`src/rtl/bitrev_rr_arbiter_if.sv`:
```
// bitrev_rr_arbiter_if: requester ports plus result port of the shared bit-reversal arbiter
interface bitrev_rr_arbiter_if #(
    parameter int N = 8,
    parameter int M = 4
);
    localparam int IW = $clog2(M);
    logic [M-1:0]   req_valid;
    logic [M*N-1:0] req_data;
    logic [M-1:0]   req_ready;
    logic           out_valid;
    logic [N-1:0]   out_data;
    logic [IW-1:0]  out_id;
    logic           out_ready;
    modport master (
        output req_valid, req_data, out_ready,
        input  req_ready, out_valid, out_data, out_id
    );
    modport slave (
        input  req_valid, req_data, out_ready,
        output req_ready, out_valid, out_data, out_id
    );
endinterface

```
`src/rtl/bitrev_rr_arbiter.sv`:
```
// bitrev_rr_arbiter: round-robin grant of M requesters onto one registered bit-reversal stage
module bitrev_rr_arbiter #(
    parameter int N = 8,
    parameter int M = 4
) (
    input logic clk,
    input logic rst_n,
    bitrev_rr_arbiter_if.slave b
);
    localparam int IW = $clog2(M);
    typedef enum logic {IDLE, FULL} state_t;
    state_t state, state_n;
    logic [IW-1:0] ptr, w, j, id;
    logic [N-1:0] cap;
    logic any, acc, grant;
    assign acc = (state == IDLE) | b.out_ready;
    assign grant = acc & any & rst_n;
    assign b.req_ready = grant ? M'(1) << w : '0;
    assign b.out_valid = (state == FULL);
    assign b.out_id = id;
    // search starts at ptr and wraps, so the most recent winner is tried last
    always_comb begin
        w = '0;
        j = '0;
        any = 1'b0;
        for (int i = 0; i < M; i++) begin
            j = IW'((int'(ptr) + i) % M);
            if (!any && b.req_valid[j]) begin
                w = j;
                any = 1'b1;
            end
        end
    end
    always_comb begin
        b.out_data = '0;
        for (int i = 0; i < N; i++)
            b.out_data[i] = cap[N-1-i];
    end
    always_comb state_n = grant ? FULL : (state == FULL && b.out_ready) ? IDLE : state;
    always_ff @(posedge clk)
        if (!rst_n) begin
            state <= IDLE;
            ptr <= '0;
            cap <= '0;
            id <= '0;
        end else begin
            state <= state_n;
            if (grant) begin
                cap <= b.req_data[w*N +: N];
                id <= w;
                ptr <= (w == IW'(M - 1)) ? '0 : w + IW'(1);
            end
        end
endmodule

```
`src/flat_wrapper.sv`:
```
// flat-port wrapper written by rule: the top's interface ports become plain ports
module bitrev_rr_arbiter_flat 
#(
    parameter int N = 8,
    parameter int M = 4
)
  (clk, rst_n, b_req_valid, b_req_data, b_out_ready, b_req_ready, b_out_valid, b_out_data, b_out_id);
  bitrev_rr_arbiter_if #(.N(N), .M(M)) b_i ();
  input logic clk;
  input logic rst_n;
  input wire logic [$bits(b_i.req_valid)-1:0] b_req_valid;
  input wire logic [$bits(b_i.req_data)-1:0] b_req_data;
  input wire logic [$bits(b_i.out_ready)-1:0] b_out_ready;
  output wire logic [$bits(b_i.req_ready)-1:0] b_req_ready;
  output wire logic [$bits(b_i.out_valid)-1:0] b_out_valid;
  output wire logic [$bits(b_i.out_data)-1:0] b_out_data;
  output wire logic [$bits(b_i.out_id)-1:0] b_out_id;
  assign b_i.req_valid = b_req_valid;
  assign b_i.req_data = b_req_data;
  assign b_i.out_ready = b_out_ready;
  assign b_req_ready = b_i.req_ready;
  assign b_out_valid = b_i.out_valid;
  assign b_out_data = b_i.out_data;
  assign b_out_id = b_i.out_id;
  bitrev_rr_arbiter #(.N(N), .M(M)) u_core (.clk(clk), .rst_n(rst_n), .b(b_i));
endmodule
```
`config.mk`:
```
export PLATFORM = sky130hd
export DESIGN_NAME = bitrev_rr_arbiter_flat
export DESIGN_NICKNAME = d
export VERILOG_FILES = /design/src/rtl/bitrev_rr_arbiter_if.sv /design/src/rtl/bitrev_rr_arbiter.sv /design/src/flat_wrapper.sv
export SDC_FILE = /design/constraint.sdc
export NUM_CORES = 1
export LEC_CHECK = 0
export BUFFER_PORTS_ARGS = -buffer_cell sky130_fd_sc_hd__buf_4
export CAP_MARGIN = 10
export CELL_PAD_IN_SITES_DETAIL_PLACEMENT = 1
export CELL_PAD_IN_SITES_GLOBAL_PLACEMENT = 1
export CORE_UTILIZATION = 28
export DETAILED_ROUTE_END_ITERATION = 8
export PLACE_DENSITY = 0.78
export REMOVE_ABC_BUFFERS = 1
export SLEW_MARGIN = 15
export SYNTH_ARGS = -nofsm -noshare
export SYNTH_HDL_FRONTEND = slang
export SYNTH_SLANG_ARGS = --single-unit
```
`constraint.sdc`:
```
create_clock -name clk -period 2.41 [get_ports clk]
set_clock_uncertainty 0.2 [all_clocks]
set_input_delay 0.482 -clock clk [delete_from_list [all_inputs] [get_ports clk]]
set_output_delay 0.482 -clock clk [all_outputs]
set_load 0.005 [all_outputs]
```
== After elaboration in Yosys (flattened, before gate mapping) ==
Index checks and enable logic that the tools add are counted.
Operators by class
  add/sub/neg operators: 4
  order comparisons: 4
  eq/ne operators: 1
  shift operators: 2
  muxes and demuxes: 20
  bitwise logic cells: 4
  reductions and logical operators: 8
Operators with widths (number)
  $shiftx 32x6->8: 1
  $lt 2x3->1 const B: 4
  $mux 1: 10
  $mux 2: 5
  $bmux 1 s2: 4
  $add 2x1->2 const B: 2
  $add 2x2->2 const B: 2
  $logic_and 1x1->1: 4
  $mux 4: 1
  $shl 1x2->4 const A: 1
  $logic_not 1->1: 3
  $and 1x1->1: 2
  $eq 2x2->1 const B: 1
  $reduce_bool 2->1: 1
  $not 1->1: 1
  $or 1x1->1: 1
Storage, ports and cells
  register bits after elaboration: 13
  bits of input ports: 39
  output and inout bits: 15
  word-level logic and storage cells: 47

== Longest topological paths before layout ==
  word-level depth: 15
  mapped depth: 6
  gate-level depth less buffers: 5

== Worst setup path before layout ==
Ideal clock, no wire load.
  path kind: input-to-output
  from: in b_req_valid[0]
  to: out b_req_ready[1]
  arrival time: 1.319 ns
  required time: 1.728 ns
  slack: 0.409 ns
  stages: 5
  buffers on the path: 0
  cell sequence: nor2b_2 > o21ai_2 > o211ai_1 > or2_1 > nor2_1
On the way
  longest elaborated chain between the ends: 15
  elaborated cells on any way between the ends: 26
  classes of those cells: shift: 1; mux: 17; bitwise: 2; reduce/logical: 6
RTL lines
  start: declaration: line flat_wrapper.sv:11  | input wire logic [$bits(b_i.req_valid)-1:0] b_req_valid;
  $bmux 1 s2: line bitrev_rr_arbiter.sv:28  | if (!any && b.req_valid[j]) begin
  $mux 1 (not written as such): line bitrev_rr_arbiter.sv:28
  $mux 1: line bitrev_rr_arbiter.sv:28
  $logic_not 1->1: line bitrev_rr_arbiter.sv:28
  $logic_and 1x1->1: line bitrev_rr_arbiter.sv:28
  $mux 1: line bitrev_rr_arbiter.sv:28
  $logic_not 1->1: line bitrev_rr_arbiter.sv:28
  $logic_and 1x1->1: line bitrev_rr_arbiter.sv:28
  $mux 1: line bitrev_rr_arbiter.sv:28
  $logic_not 1->1: line bitrev_rr_arbiter.sv:28
  $logic_and 1x1->1: line bitrev_rr_arbiter.sv:28
  $mux 1: line bitrev_rr_arbiter.sv:28
  $and 1x1->1 (2 in a row): line bitrev_rr_arbiter.sv:17  | assign grant = acc & any & rst_n;
  $mux 4 *: line bitrev_rr_arbiter.sv:18  | assign b.req_ready = grant ? M'(1) << w : '0;
  end: declaration: line flat_wrapper.sv:14  | output wire logic [$bits(b_i.req_ready)-1:0] b_req_ready;
Mark *: on every way between the ends. The rest lies on a longest branch, timed or not. The select of a mux whose other input is x is not followed.

== Worst setup path in the final report ==
  from: reg u_core.ptr[0]
  to: out b_req_ready[3]
On the way
  longest elaborated chain between the ends: 15
  elaborated cells on any way between the ends: 29
  classes of those cells: add/sub: 3; shift: 1; mux: 17; bitwise: 2; reduce/logical: 6
RTL lines
  start: declaration: line bitrev_rr_arbiter.sv:13  | logic [IW-1:0] ptr, w, j, id;
  start signal: assignment: line bitrev_rr_arbiter.sv:51  | ptr <= (w == IW'(M - 1)) ? '0 : w + IW'(1);
  parallel branches: the longest is 14 deep, another holds $add 2x1->2
  $mux 4 *: line bitrev_rr_arbiter.sv:18
Mark *: on every way between the ends. The select of a mux whose other input is x is not followed.

==> flow_summary.yaml <==
synthesis:
  synth_most_common_cell: "mux2i_1"
  yosysUniqueCellTypes: 26
  syn_area_per_cell_um2: 9.10
  yosys_warnings: 0
  async_reset_ff_share_pct: 0
  synth_cells: 89
  synth_edf_count: 0
  synth_area_um2: 810
  synth_commonest_cells: "mux2i_1 (16), dfxtp_1 (13), nand3_1 (11)"
  synth_top_cell_area_share_pct: 32.1
  synthTopCellsByArea: "dfxtp_1 (32%), mux2i_1 (20%), o221ai_1 (8.7%)"
  synth_seq_cells: 13
  synth_seq_area_share_pct: 32.1
  synth_top_flop_cell: "dfxtp_1"
  synth_top_cell_by_area: "dfxtp_1"
critical_path:
  crit_slowest_cell: "dfxtp_4"
  worst-path-buf-inv: 1
  cp-start-kind: "register"
  cpPeakStageDelay_ns: 0.37
  crit_required_ns: 1.73
  worstSetupPathType: "register to output pin"
  cp_cell_sequence: "and2b_1, o21ai_2, o211ai_1, or2_1, nor2_1, buf_4"
  end_kind: "output pin"
  critPathMaxFanout: 5
  arrival_ns: 1.67
  timing.critical_path.max_delay_family: "simple AND/OR/NAND/NOR gates"
status:
  status: "finished clean"
timing:
  min_period_over_period_pct: 97.6
  period_needed_ns: 2.35
  fmax_mhz: 425
  drv_slew: 0
  worst_pin_slew_ns: 0.764
  max_slew_margin_pct: 49.1
  fin_tns_setup_ns: 0
  setup-violations-final: 0
  rsz0062_at_grt: "yes"
  hold_violations: 0
power_and_ir_drop:
  peakVddDrop_uv: 236
  p_leak_nw: 0.628
  powerDensity_nw_per_um2: 543
  p_int_uw: 468
  swShare_pct: 31.2
  power.total_uw: 680
  p_clk_share_pct: 20.2
  pwr-share-comb_pct: 39.8
  seq_power_share_pct: 40.0
  p_switching_uw: 212
clock_network:
  cts.sinks: 13
  insertion_delay_ns: 0.27
  path_clk_slew_ns: 0.09
  htreeDepth: 1
  cts_tree: "built"
  root_buffer: "clkbuf_4"
  post_cts_buffers: 0
  cts_buffers: 3
  cts_buffer_depth: 2
global_routing:
  grt_use_total_pct: 16.8
  grt_antenna_before_repair: 0
  grt_max_degree: 17
  grt_pass1_wl_um: 4180
  grt_overflow_total: 0
  first_global_vias: 980
final_layout:
  drive_gt1_share_pct: 44.1
  antennaDiodeCount: 0
  synthToLayoutAreaGrowth_pct: 54.7
  fin_nets: 183
placed_design:
  place.gp.congestion: 0.767
  port-buffer-count: 53
  hpwl_um: 1960
drt:
  wl_per_cell_um: 14.5
  drt-total-wl_um: 2530
  drc: 0
  num_vias: 899
  drt-pass1-iter-count: 4
  ant_nets: 0
  first_iter_violations: 17
  avgViaCountPerCell: 5.17
floorplanning:
  ios: 54
  die_h_um: 55.8
  core_region_area_um2: 2760
  fp-row-count: 19
  die_area_um2: 3110
  dieWidth_um: 55.8
  start_util_pct: 29.4
run:
  cap_violations: 0
hold_path:
  min-delay-path-class: "register to register"
==> routing by layer <==
layer  wire length (µm)  track usage [%]
met3                191             2.79
met1                980             17.6
met4                  0             3.21
met2               1360             34.4
met5                  0                0
==> per-stage QoR <==
stage                     hold slack [ns]  area [µm²]  setup WS, ns  std cells  util, %
after floorplan                     0.249         778         0.409         85        -
after global placement              0.244        1220         0.132        170     44.3
after detailed placement            0.250        1220        0.0836        170     44.3
after CTS                           0.264        1250        0.0293        174     45.3
after global routing                0.293        1250       -0.0324        174     45.4
final                               0.259        1250        0.0580        174     45.4
==> path summary, 6_finish.rpt <==
path	end	startpoint	cells past startpoint	slack, ns
max	b_req_ready[3]	u_core.ptr[0]	6	0.06
min reg2reg	u_core.b.out_id[1]	u_core.b.out_id[1]	2	0.26
max reg2reg	u_core.cap[5]	u_core.ptr[0]	5	0.40
min	u_core.b.out_id[1]	u_core.b.out_id[1]	2	0.26
==> sequential cells by signal, summed over array words and instances, names as in the netlist <==
signal and cells:
u_core.b.out_valid 1, u_core.cap 8, u_core.b.out_id 2, u_core.ptr 2
==> tightest hold or removal path: stages, from the launching register on <==
cell and delay, ns:
dfxtp_1 0.32, nand2_1 0.05, a21oi_1 0.05
==> layout make-up <==
type	instances	area, µm²
Tap cell	31	38.8
Multi-Input combinational cell	70	510
Clock buffer	4	26.3
Fill cell	335	1510
Sequential cell	13	264
Inverter	2	7.51
Timing Repair Buffer	54	405
==> logic make-up after synthesis <==
logic type,synth area share (%)
flops,32.1
simple gates,22.1
mux,19.8
compound gates,20.1
buf+inv,4.79
xor+xnor,1.08
==> layout by cell type (no fill, tap or decap) <==
master,n
o21ai_2,1
o21ai_0,1
or3_1,1
nand2b_1,1
and3_1,1
dfxtp_4,1
buf_4,54
clkbuf_1,1
mux2i_1,16
o211ai_1,1
o221ai_4,1
nor2_1,7
inv_1,2
nand2b_4,1
xnor2_1,1
nor2b_2,1
a21oi_1,4
nand3_1,11
o221ai_1,8
and2b_1,1
a21boi_4,1
or2_1,1
a31oi_1,1
nand2_1,8
clkbuf_4,3
nor3b_1,1
nor3_1,1
dfxtp_1,12
==> power by group through the flow <==
stage | Combinational [mW] | Sequential [mW] | Clock [mW]
after floorplan | 0.135 | 0.275 | 0
after global placement | 0.265 | 0.275 | 0
after detailed placement | 0.274 | 0.275 | 0
after CTS | 0.274 | 0.271 | 0.142
after global routing | 0.293 | 0.278 | 0.152
final | 0.271 | 0.272 | 0.137
==> timing repair <==
item,in CTS,in global routing
hold buffers,0,0
resized for setup,1,1
pin swaps,0,1
endpoints found under the setup margin,1,3
Power figures use the tool's default switching activity.
